## config.mk

```make
export PLATFORM = sky130hd
export DESIGN_NAME = run_length_detector
export DESIGN_NICKNAME = d
export VERILOG_FILES = /design/src/rtl/run_length_detector.sv
export SDC_FILE = /design/constraint.sdc
export NUM_CORES = 1
export LEC_CHECK = 0
export ABC_AREA = 1
export CAP_MARGIN = 40
export CELL_PAD_IN_SITES_DETAIL_PLACEMENT = 1
export CELL_PAD_IN_SITES_GLOBAL_PLACEMENT = 1
export CORE_MARGIN = 4
export CORE_UTILIZATION = 26
export DETAILED_ROUTE_END_ITERATION = 10
export GPL_TIMING_DRIVEN = 1
export PLACE_DENSITY_LB_ADDON = 0.1
export SYNTH_ARGS = -nofsm -noshare
export SYNTH_HDL_FRONTEND = slang
export SYNTH_SLANG_ARGS = --single-unit
```

## constraint.sdc

```tcl
create_clock -name clk -period 1.3 [get_ports clk]
set_input_delay 0.39 -clock clk [delete_from_list [all_inputs] [get_ports clk]]
set_output_delay 0.39 -clock clk [all_outputs]
set_load 0.01 [all_outputs]
```

## src/rtl/run_length_detector.sv

```systemverilog
// run_length_detector: flags every run of RUN_LEN identical bits on a valid/ready serial stream.
// Optional accepted-detection counter is built only when RUN_DETECT_STATS_EN is defined.
module run_length_detector #(
  parameter int unsigned RUN_LEN = 2,
  parameter int unsigned OVERLAP = 0,
  parameter int unsigned CNT_W   = $clog2(RUN_LEN + 1),
  parameter int unsigned EVT_W   = 16
) (
  input  logic             clk,
  input  logic             rst_n,
  input  logic             clear,
  input  logic             in_valid,
  output logic             in_ready,
  input  logic             in_bit,
  output logic             det_valid,
  input  logic             det_ready,
  output logic             det_bit,
  output logic [CNT_W-1:0] run_cnt,
  output logic [1:0]       state_o,
  output logic [EVT_W-1:0] evt_count
);

  typedef enum logic [1:0] {
    IDLE  = 2'd0,
    COUNT = 2'd1,
    HOLD  = 2'd2
  } state_t;

  localparam logic [CNT_W-1:0] RunLenC   = CNT_W'(RUN_LEN);
  localparam logic [CNT_W-1:0] RunLenM1C = CNT_W'(RUN_LEN - 1);
  localparam logic [CNT_W-1:0] OneC      = CNT_W'(1);

  state_t           stateQ;
  logic             lastBit;
  logic             inAccept;
  logic             outAccept;
  logic [CNT_W-1:0] runNext;

  assign in_ready  = (stateQ != HOLD);
  assign inAccept  = in_valid && in_ready;
  assign outAccept = det_valid && det_ready;
  assign state_o   = stateQ;

  // run_cnt stays below RUN_LEN outside HOLD, so the increment cannot wrap
  assign runNext = run_cnt + OneC;

  // Run-tracking FSM; clear acts like reset and discards any same-cycle accept
  always_ff @(posedge clk or negedge rst_n) begin
    if (!rst_n) begin
      stateQ    <= IDLE;
      run_cnt   <= '0;
      lastBit   <= 1'b0;
      det_valid <= 1'b0;
      det_bit   <= 1'b0;
    end else if (clear) begin
      stateQ    <= IDLE;
      run_cnt   <= '0;
      lastBit   <= 1'b0;
      det_valid <= 1'b0;
      det_bit   <= 1'b0;
    end else begin
      case (stateQ)
        IDLE: begin
          if (inAccept) begin
            stateQ  <= COUNT;
            run_cnt <= OneC;
            lastBit <= in_bit;
          end
        end
        COUNT: begin
          if (inAccept) begin
            if (in_bit == lastBit) begin
              if (runNext == RunLenC) begin
                stateQ    <= HOLD;
                run_cnt   <= RunLenC;
                det_valid <= 1'b1;
                det_bit   <= lastBit;
              end else begin
                run_cnt <= runNext;
              end
            end else begin
              run_cnt <= OneC;
              lastBit <= in_bit;
            end
          end
        end
        HOLD: begin
          if (det_ready) begin
            det_valid <= 1'b0;
            if (OVERLAP != 0) begin
              // keep the run one short of RUN_LEN so the next equal bit re-detects
              stateQ  <= COUNT;
              run_cnt <= RunLenM1C;
            end else begin
              stateQ  <= IDLE;
              run_cnt <= '0;
            end
          end
        end
        default: begin
          stateQ    <= IDLE;
          run_cnt   <= '0;
          lastBit   <= 1'b0;
          det_valid <= 1'b0;
          det_bit   <= 1'b0;
        end
      endcase
    end
  end

`ifdef RUN_DETECT_STATS_EN
  logic [EVT_W-1:0] evtQ;

  // Saturating count of detections taken by the consumer
  always_ff @(posedge clk or negedge rst_n) begin
    if (!rst_n) begin
      evtQ <= '0;
    end else if (clear) begin
      evtQ <= '0;
    end else if (outAccept && (evtQ != {EVT_W{1'b1}})) begin
      evtQ <= evtQ + EVT_W'(1);
    end
  end

  assign evt_count = evtQ;
`else
  logic unusedAccept;
  assign unusedAccept = outAccept;
  assign evt_count    = '0;
`endif

endmodule

```

==> results of run 1 <==
[sequential cells by signal (all words and copies together) (netlist names)]
| signal | count |
|---|---|
| det_bit | 1 |
| lastBit | 1 |
| state_o | 2 |
| run_cnt | 2 |
| det_valid | 1 |
[metal layers]
metal / global-route usage / wire [microns]
met1: 0.148 / 598
met2: 0.177 / 728
met3: 0.0518 / 128
met4: 0.0498 / 17
met5: 0 / 0
[how the worst min path moves through the flow]
stage                   end  slack, ns  cells past startpoint
detailed placement  det_bit       0.46                      2
CTS                 det_bit       0.39                      1
global route        det_bit       0.40                      1
finish              det_bit       0.39                      1
global placement    det_bit       0.46                      2
floorplan           det_bit       0.09                      0
[cell usage in the layout (no fill, tap or decap), types with 2 or more instances in the layout]
cell type,count
nand2_1,13
nand2_2,6
clkdlybuf4s50_1,3
nor2_4,3
buf_4,5
dfrtp_1,6
o21ai_2,3
nand3_1,3
nand2_4,3
dlygate4sd2_1,2
nor2_1,2
buf_6,7
clkbuf_4,3
clkbuf_2,4
inv_1,7
conb_1,16
nor3_1,2
nand4_1,2
[cell type report]
| type | count | area, sq um |
|---|---|---|
| repair buffers | 22 | 196 |
| clock buffers | 4 | 26.3 |
| inverters | 9 | 36.3 |
| fillers | 261 | 1180 |
| flip-flops and latches | 7 | 176 |
| well taps | 27 | 33.8 |
| multi-input cells | 60 | 373 |
[power groups by stage]
stage	clock (mW)	combinational [mW]	sequential, mW
after global placement	0	0.446	0.298
final	0.204	0.585	0.296
after global routing	0.235	0.655	0.303
after CTS	0.217	0.512	0.289
after detailed placement	0	0.442	0.299
after floorplan	0	0.231	0.324
[kinds of logic (layout without fill, tap and decap cells)]
kind of cell | Yosys count | after routing | synth area share
AO/OA/AOI/OAI | 5 | 5 | 0.0462
XOR/XNOR | 1 | 1 | 0.0154
adder cells (fa/ha/maj) | 1 | 1 | 0.0220
buffers and inverters | 25 | 35 | 0.271
flip-flops | 7 | 7 | 0.308
other | 1 | 16 | 0.00660
AND/OR/NAND/NOR | 37 | 37 | 0.330
[stage by stage]
stage	std cells	setup WS (ns)	setup TNS (ns)	power (mW)	cell area, sq um
final	129	-0.0812	-0.159	1.08	842
after global routing	129	-0.132	-0.377	1.19	842
after CTS	129	-0.106	-0.286	1.02	788
after detailed placement	122	-0.376	-2.45	0.741	711
after global placement	122	-0.356	-2.36	0.744	711
after floorplan	92	0.142	0	0.555	624
[repair_timing]
| action | CTS | global route |
|---|---|---|
| setup endpoints to repair | 14 | 14 |
| buffers inserted | 4 | 1 |
| gates resized for setup | 27 | 25 |
| pin swaps | 2 | 7 |
==> metrics, run 1 <==
status=complete, but fails checks; failing checks=setup timing; final core occ=0.416; r2r worst-path depth=8; CTS HTree Levels=1; worst clock skew=around 0.0065 ns; via count=525; Layout Nets=110; DRC viols=0; Syn. warnings=0; Chip Width=54.7 microns; top-area cell type share of the netlist area=0.308; CP Capture Point=in_ready; overall routed net length=1470 microns; global route overflow=0; Post-synth EDFFs=0; CTS sink count=7; largest net degree at the start of global routing=8; max-slew violation total from the final report=0; sequential share of power=0.272; fraction of layout cells with a size suffix above 1=0.402; DP Wirelength=about 1100 microns; post-synthesis area per instance=7.38 sq um; clock latency on the worst-skew pair=0.26 ns; Clock Pin Slew Worst Setup and Hold Paths=approximately 0.05 ns; CP required=between 0.9 and 1 ns; hold_buf cts=0; worst reg2reg setup slack=about 0.04 ns; Int Pwr=about 0.66 mW; crit path from=state_o[0]; Synth cell types=21; Mapped Cells=77; drt first-iter violations=1; worst flop-to-flop path endpoint=state_o[0]; Pre-antenna DRT Iters=2; Slowest-stage cell, CP=dfrtp_1; Finish-stage setup viols=2; period utilisation layout=1.06; Core ar.=just over 2000 sq um; Net Switching=about 0.43 mW; Critical Path Sink Type=output port; dominant cell type by area after synthesis=dfrtp_1; Switching Share=0.394; Reg-to-Reg Start=state_o[0]; Primary FF master, synth=dfrtp_1; combinational share of power=0.539; first-pass GRT wire length=between 2000 and 2500 microns; Longest Clk Path Bufs=2; hold_ws=0.394 ns; pwr dens=~1300 nW/um^2; port bufs=12; CTS tree=done; RSZ-0062 raised after global routing=true; cell family with most CP delay=flip-flops; Post-Syn Area=568 sq um; wire per inst=roughly 11 microns; Final Hold Violating Endpoints=0; ys async rst share=1.00; antenna-violating nets left=0; Setup WS post-layout=-0.0812 ns; die height=roughly 55 microns; Top cell by count, worst path=buf_6; Rows=16; root buffer cell=clkbuf_4; path length in cells of the critical path=4; FMAX=about 720 MHz; CP Max Fanout=2; synthesized flop and latch total=7; io pins=29; Hold WC Path Type=primary input to asynchronous set/reset pin; top post-synthesis cells by area=dfrtp_1 31%, buf_4 21%, nand2_1 13%; critical path, cell by cell=buf_6 > inv_4 > nand2_2 > buf_6; Seq/Total Area, Yosys=0.308; initial core utilization=0.281; Placer Congestion=between 0.7 and 0.8; Die Area=3000 sq um; n_diodes=0; Clock power frac=0.188; max cap viols=0; Data arrival, critical path=between 0.9 and 1 ns; CTS buffer count=3; Post-synth top cells=19 x nand2_1, 16 x buf_4, 8 x inv_1; Bufs and invs on worst path=3; final period demand of the worst path=~1.4 ns; via-per-instance ratio=roughly 4.1; Crit path largest cell delay=0.40 ns; vias in the first global route=between 500 and 600; Worst Setup Start Kind=register; synthesis-to-finish area growth=48.2%; leakage power=between 0.4 and 0.5 nW; GRT Total Usage=0.119; most numerous cell in the Yosys netlist=nand2_1; peak supply drop=around 640 uV; CP Class=register to output port; initial antenna violation count=0
(Power assumes the default switching activity.)
==> run 2: changes to the inputs <==
- CORE_UTILIZATION: 26 -> 39
- DONT_BUFFER_PORTS: not set -> 1
- HOLD_SLACK_MARGIN: not set -> 0.06
- clock period: 1.3 -> 1.52 ns (I/O delays scaled with it)
==> metrics, run 2 (synthesis results as in run 1) <==
Data arrival, critical path=0.99 ns (about the same); DRC viols=0 (unchanged); pwr dens=1180 nW/um^2 (was 1290 nW/um^2); peak supply drop=544 uV (was 643 uV); leakage power=0.313 nW (was 0.466 nW); Finish-stage setup viols=0 (was 2); Most Crowded Layer GR=met2 (unchanged); dpl cell area=523 sq um (was 711 sq um); io pins=29 (unchanged); max-slew violation total from the final report=0 (unchanged); Critical Path Sink Type=output port (unchanged); FMAX=approximately 690 MHz; number of setup buffers added after CTS=0 (was 4); GRT Total Usage=0.125 (was 0.119); max cap viols=0 (unchanged); final period demand of the worst path=roughly 1.4 ns; Slowest-stage cell, CP=dfrtp_1 (unchanged); routing usage on met1=0.129 (was 0.148); Final Instance Count excl. Fillers=96 (was 129); global route overflow=0 (unchanged); worst reg2reg setup slack=0.22 ns (was 0.04 ns); Bufs and invs on worst path=0 (was 3); Rows=13 (was 16); n_diodes=0 (unchanged); first-pass GRT wire length=1820 microns (was 2440 microns); clock latency on the worst-skew pair=0.25 ns (was 0.26 ns); CTS buffer count=3 (unchanged); overall routed net length=1190 microns (was 1470 microns); Layout Nets=89 (was 110); root buffer cell=clkbuf_4 (unchanged); Pre-antenna DRT Iters=4 (was 2); fill count=178 (was 261); via count=441 (was 525); initial core utilization=0.426 (was 0.281); worst clock skew=0.00157 ns (was 0.00649 ns); status=complete, no violations (was complete, but fails checks); DP Wirelength=989 microns (was 1120 microns); fraction of layout cells with a size suffix above 1=0.160 (was 0.402); initial antenna violation count=0 (unchanged); GR Util met2=0.209 (was 0.177); cell family with most CP delay=flip-flops (unchanged); Hold WC Path Type=primary input to register (was primary input to asynchronous set/reset pin); port bufs=0 (was 12); die height=46.2 microns (was 54.7 microns); synthesis-to-finish area growth=-1.32% (was 48.2%); setup TNS=0 ns (was -0.159 ns); vias in the first global route=401 (was 530); Placer Congestion=0.723 (was 0.770); final instance area=561 sq um (was 842 sq um); CTS HTree Levels=1 (unchanged); wire per inst=12.4 microns (was 11.4 microns); most common cell after layout, fill and taps aside=nand2_1 (was conb_1); period utilisation layout=0.949; commonest non-fill, non-tap cells in the layout=19 x nand2_1, 16 x conb_1, 8 x inv_1 (was 16 x conb_1, 13 x nand2_1, 7 x inv_1, 7 x buf_6); CP Max Fanout=7 (was 2); CTS sink count=7 (unchanged); Clock Pin Slew Worst Setup and Hold Paths=0.05 ns (about the same); Longest Clk Path Bufs=2 (unchanged); CTS tree=done (unchanged); Worst Setup Start Kind=register (unchanged); largest net degree at the start of global routing=8 (unchanged); Crit path largest cell delay=0.56 ns (was 0.40 ns); via-per-instance ratio=4.59 (was 4.07); drt first-iter violations=3 (was 1); CP Class=register to output port (unchanged); Final Hold Violating Endpoints=0 (unchanged); RSZ-0062 raised after global routing=false (was true); critical path, cell by cell=nand2_1 (was buf_6 > inv_4 > nand2_2 > buf_6); antenna-violating nets left=0 (unchanged); CP required=1.06 ns (was 0.91 ns); Die Area=2130 sq um (was 3000 sq um); Chip Width=46.2 microns (was 54.7 microns); Core ar.=1330 sq um (was 2020 sq um); Placed Cells=91 (was 122); GRT met3 Usage=0.0703 (was 0.0518)
==> run 2: cell types whose count changed in the layout (fill, tap and decap cells not counted), moves of 3 or more <==
cell and change:
buf_4 -5, buf_6 -7, clkbuf_2 -4, clkdlybuf4s50_1 -3, nand2_1 +6, nand2_2 -4
nor2_2 +3, nor2_4 -3, o21ai_2 -3
==> run 2: path summary, 6_finish.rpt <==
kind,from,endpoint,depth (start not counted)
worst max register to register,run_cnt[1],det_bit,7
worst min-delay path,clear,run_cnt[0],3
worst min register to register,det_valid,det_valid,2
max in group asynchronous,rst_n,state_o[0],1
min in group asynchronous,rst_n,det_valid,1
worst max-delay path,state_o[1],in_ready,1
==> run 2: stage by stage <==
step           total power, mW   util  hold slack, ns  setup WS [ns]
2_1_floorplan            0.475      -           0.160          0.362
3_3_place_gp             0.485  0.392           0.161          0.251
3_5_place_dp             0.490  0.392           0.161          0.248
4_1_cts                  0.678  0.419           0.395         0.0369
5_1_grt                  0.725  0.420           0.404         0.0173
6_report                 0.664  0.420           0.410         0.0777
==> run 2: layer usage <==
layer	up-vias	routed length (microns)
li1	221	-
met1	200	475
met2	18	621
met3	2	91
met4	0	5
met5	-	0
==> run 2: cell type report <==
type	count	area [sq um]	area share
tap	15	18.8	0.0335
timing repair buffer	1	10.0	0.0179
inverter	9	33.8	0.0603
clock buffer	4	26.3	0.0469
sequential	7	176	0.315
multi-input combinational	60	295	0.527
==> run 2: power breakdown <==
part	internal, mW	switching (mW)
sequential	0.224	0.0645
combinational	0.0717	0.134
clock	0.100	0.0700
total	0.396	0.268
==> run 2: repair_timing <==
action / CTS / global route
hold buffers: 1 / 0
resized for setup: 0 / 1
endpoints found under the setup margin: 0 / 1
hold endpoints to repair: 7 / 0
==> run 3: changes to the inputs <==
==> constraint.sdc (replaced) <==
create_clock -name clk -period 1.52 [get_ports clk]
set_input_delay 0.228 -clock clk [delete_from_list [all_inputs] [get_ports clk]]
set_output_delay 0.228 -clock clk [all_outputs]
set_load 0.01 [all_outputs]
==> metrics, run 3 (synthesis results as in run 1) <==
Bufs and invs on worst path=2 (was 0); die height=46.2 microns (unchanged); Data arrival, critical path=1.44 ns (was 0.99 ns); worst reg2reg setup slack=0.22 ns (about the same); GRT met3 Usage=0.0703 (unchanged); pwr dens=1190 nW/um^2 (was 1180 nW/um^2); worst clock skew=0.00331 ns (was 0.00157 ns); Critical Path Sink Type=register (was output port); crit path from=run_cnt[1] (was state_o[1]); n_diodes=0 (unchanged); status=complete, no violations (unchanged); Longest Clk Path Bufs=2 (unchanged); Slowest-stage cell, CP=dfrtp_1 (unchanged); RSZ-0062 raised after global routing=false (unchanged); most common cell after layout, fill and taps aside=nand2_1 (unchanged); Reg-to-Reg Start=run_cnt[1] (unchanged); Final Hold Violating Endpoints=0 (unchanged); GRT Total Usage=0.125 (unchanged); commonest non-fill, non-tap cells in the layout=19 x nand2_1, 16 x conb_1, 8 x inv_1 (unchanged); drt first-iter violations=3 (unchanged); initial core utilization=0.426 (unchanged); max-slew violation total from the final report=0 (unchanged); Core ar.=1330 sq um (unchanged); via-per-instance ratio=4.57 (was 4.59); Pre-antenna DRT Iters=4 (unchanged); sequential share of power=0.434 (about the same); io pins=29 (unchanged); synthesis-to-finish area growth=-1.54% (was -1.32%); Placer Congestion=0.723 (unchanged); GR Util met2=0.209 (unchanged); FMAX=769 MHz (was 693 MHz); DP Wirelength=989 microns (unchanged); critical path, cell by cell=inv_1 > ha_1 > inv_1 > a31oi_1 > nand2_1 > nand2_1 > nand2_1 (was nand2_1); global route overflow=0 (unchanged); max cap viols=0 (unchanged); leakage power=0.314 nW (was 0.313 nW); Hold WC Path Type=primary input to register (unchanged); CP Max Fanout=3 (was 7); CP Class=register to register (was register to output port); Net Switching=0.273 mW (was 0.268 mW); Finish-stage setup viols=0 (unchanged); Crit path largest cell delay=0.43 ns (was 0.56 ns); Clock Pin Slew Worst Setup and Hold Paths=0.05 ns (about the same); final period demand of the worst path=1.30 ns (was 1.44 ns); port bufs=0 (unchanged); Chip Width=46.2 microns (unchanged); setup TNS=0 ns (unchanged); worst flop-to-flop path endpoint=det_bit (unchanged); fill count=178 (unchanged); peak supply drop=464 uV (was 544 uV); Die Area=2130 sq um (unchanged); number of setup buffers added after CTS=0 (unchanged); CP Capture Point=det_bit (was in_ready); combinational share of power=0.309 (about the same); Rows=13 (unchanged); CP required=1.66 ns (was 1.06 ns); CTS sink count=7 (unchanged); Worst Setup Start Kind=register (unchanged); overall routed net length=1220 microns (was 1190 microns); via count=439 (was 441); period utilisation layout=0.855 (was 0.949); largest net degree at the start of global routing=8 (unchanged); Clock power frac=0.258 (was 0.256); fraction of layout cells with a size suffix above 1=0.148 (was 0.160); Top cell by count, worst path=nand2_1; path length in cells of the critical path=7 (was 1); cell family with most CP delay=flip-flops (unchanged); antenna-violating nets left=0 (unchanged); r2r worst-path depth=7 (unchanged); root buffer cell=clkbuf_4 (unchanged); clock latency on the worst-skew pair=0.25 ns (about the same); wire per inst=12.7 microns (was 12.4 microns); CTS tree=done (unchanged); DRC viols=0 (unchanged); Layout Nets=89 (unchanged); Int Pwr=0.394 mW (was 0.396 mW); initial antenna violation count=0 (unchanged); hold_ws=0.183 ns (was 0.410 ns); CTS HTree Levels=1 (unchanged); CTS buffer count=3 (unchanged); Switching Share=0.409 (was 0.404); Most Crowded Layer GR=met2 (unchanged); vias in the first global route=401 (unchanged); first-pass GRT wire length=1820 microns (unchanged); routing usage on met1=0.129 (unchanged)
-- run 3: through the flow --
| step | power, mW | util | std cells | cell area (sq um) | setup slack (ns) |
|---|---|---|---|---|---|
| after floorplan | 0.475 | - | 92 | 624 | 0.362 |
| after global placement | 0.485 | 0.392 | 91 | 523 | 0.251 |
| after detailed placement | 0.490 | 0.392 | 91 | 523 | 0.248 |
| after CTS | 0.678 | 0.419 | 96 | 559 | 0.193 |
| after global routing | 0.721 | 0.419 | 96 | 559 | 0.0778 |
| final | 0.667 | 0.419 | 96 | 559 | 0.220 |
-- run 3: worst min path at each step --
stage                     slack, ns  depth (start not counted)  start    endpoint
after floorplan               -0.07                          0  rst_n     det_bit
after global placement        -0.07                          0  rst_n     det_bit
after detailed placement      -0.07                          0  rst_n   det_valid
after CTS                      0.17                          3  clear     lastBit
after global routing           0.18                          3  clear  run_cnt[0]
final                          0.18                          3  clear  run_cnt[0]
-- run 3: final cells by class --
class | instances | area (sq um) | share of cell area
well taps | 15 | 18.8 | 0.0336
inverters | 9 | 33.8 | 0.0604
repair buffers | 1 | 10.0 | 0.0179
flip-flops and latches | 7 | 175 | 0.313
clock buffers | 4 | 26.3 | 0.0470
multi-input cells | 60 | 295 | 0.528
-- run 3: metal layers --
layer	vias to the layer above	part of all wire	wire, microns
li1	219	-	-
met1	200	0.41	496
met2	18	0.50	616
met3	2	0.084	103
met4	0	0.0041	5
met5	-	0	0
-- run 3: worst reg2reg max path: cells and delay by family (launching register included) --
family / cells / cell delay [ns]
AOI/OAI and AO/OA: 1 / 0.23
adders and majority gates: 1 / 0.18
buffers and inverters: 2 / 0.14
DFF: 1 / 0.43
and+or+nand+nor: 3 / 0.20
-- run 3: power groups by stage --
stage                     registers, mW  logic (mW)  clock network (mW)
final                             0.289       0.206               0.172
after global routing              0.296       0.237               0.189
after CTS                         0.290       0.208               0.179
after detailed placement          0.293       0.197                   0
after global placement            0.290       0.195                   0
after floorplan                   0.277       0.198                   0
-- run 3: timing repair --
item	4_1_cts	5_1_grt
gates resized for setup	0	0
hold buffers	1	0
endpoints found under the hold margin	7	0
==> patch (config.mk and constraints of run 2) <==
`OVERLAP`: 0 -> 1.
--- a/src/rtl/run_length_detector.sv
+++ b/src/rtl/run_length_detector.sv
@@ -3,5 +3,5 @@
 module run_length_detector #(
   parameter int unsigned RUN_LEN = 2,
-  parameter int unsigned OVERLAP = 0,
+  parameter int unsigned OVERLAP = 1,
   parameter int unsigned CNT_W   = $clog2(RUN_LEN + 1),
   parameter int unsigned EVT_W   = 16
Formal check against the unedited RTL: not equivalent (a bounded check fails within 4 cycles, from zero or initial values and one cycle with rst_n low).
==> patch against run 2 <==
  * Worst setup slack better by 0.032 ns
  * Combinational power is 23% higher
  * Highest routed layer unchanged
  * Routed wire length is 3.0% lower
  * Cell area is 5.6% higher
  * Sequential cell count stayed put
  * Count of clock-buffer cells in the layout stayed put
  * Global-route usage is 0.12 points lower
  * Final cell count is 7.3% higher
  * Synthesized area is 5.7% higher
  * Critical path depth stayed put
  * Critical endpoint unchanged
  * Die area is 4.7% higher
  * Power is 8.3% higher
==> patch: results <==
set metrics [dict create \
    p_sw_frac 0.4270 \
    ys_types 20 \
    critPathMaxStageDelay_ns 0.54 \
    totalWireLength_mm 1.157 \
    clock_skew_ns 0.002266 \
    gp_congestion 0.7667 \
    hold_start "det_ready" \
    grt_first_pass_wirelength_mm 1.876 \
    hold_path_end "state_o[1]" \
    met2_usage 0.1925 \
    post-dp-hpwl_mm 1.002 \
    ff2ff_path_depth 9 \
    grt_pass1_vias 440 \
    vdd.ir_drop.worst_mv 0.4508 \
    hold_slack_ns 0.4342 \
    drt-vias-per-instance 4.398 \
    p_leak_nw 0.3523 \
    met2_wirelength_um 567 \
    status "completed" \
    drt-wirelength-per-cell_um 11.23 \
    crit_arrival_ns 0.95 \
    route.layer.met1.wl_um 443 \
    synth.avg_cell_area_um2 7.150 \
    fillers 191 \
    nets 96 \
    grt_use_total 0.1243 \
    yosys-top-cells-area "dfrtp_1, buf_4, nand2_1" \
    dr_wl_met3_um 136 \
    drive_gt1_frac 0.2045 \
    dp_cells 98 \
]
## patch: cell count changes after synthesis, sizes merged, moves of 2 or more
cell,change
inv,+5
nand2,+7
nand3,+2
o21ai,-2
## patch: kinds of logic (layout without fill, tap and decap cells)
kind of cell | Yosys count | after routing | synth area share
buffers and inverters | 30 | 19 | 0.2875
adders and majority gates | 1 | 1 | 0.02083
and+or+nand+nor | 42 | 42 | 0.3687
other | 1 | 16 | 0.006244
DFF | 7 | 7 | 0.2917
AOI/OAI and AO/OA | 3 | 3 | 0.02498
## patch: layout make-up
class / instances / area, um^2 / share of cell area
well taps: 15 / 18.77 / 0.03171
flip-flops and latches: 7 / 175.2 / 0.2960
inverters: 14 / 52.55 / 0.08879
clock buffers: 4 / 26.28 / 0.04440
multi-input cells: 62 / 309.0 / 0.5222
repair buffers: 1 / 10.01 / 0.01691
## patch: timing repair
action / in CTS / in global routing
hold buffers: 1 / 0
buffers inserted: 0 / 0
resized for setup: 0 / 1
endpoints found under the hold margin: 7 / 0
endpoints found under the setup margin: 0 / 1
## patch: worst max path at each step
stage	depth (start not counted)	endpoint	slack, ns	start
after floorplan	2	in_ready	0.39	state_o[0]
after CTS	2	in_ready	0.05	state_o[0]
after global placement	9	det_bit	0.33	run_cnt[1]
final	1	in_ready	0.11	state_o[1]
after global routing	1	in_ready	0.05	state_o[1]
after detailed placement	9	det_bit	0.33	run_cnt[1]
## patch: power groups by stage
| stage | clock (mW) | combinational (mW) | sequential (mW) |
|---|---|---|---|
| after floorplan | 0 | 0.242 | 0.288 |
| after detailed placement | 0 | 0.250 | 0.302 |
| after global placement | 0 | 0.245 | 0.301 |
| after global routing | 0.188 | 0.298 | 0.307 |
| after CTS | 0.177 | 0.259 | 0.298 |
| final | 0.167 | 0.253 | 0.298 |
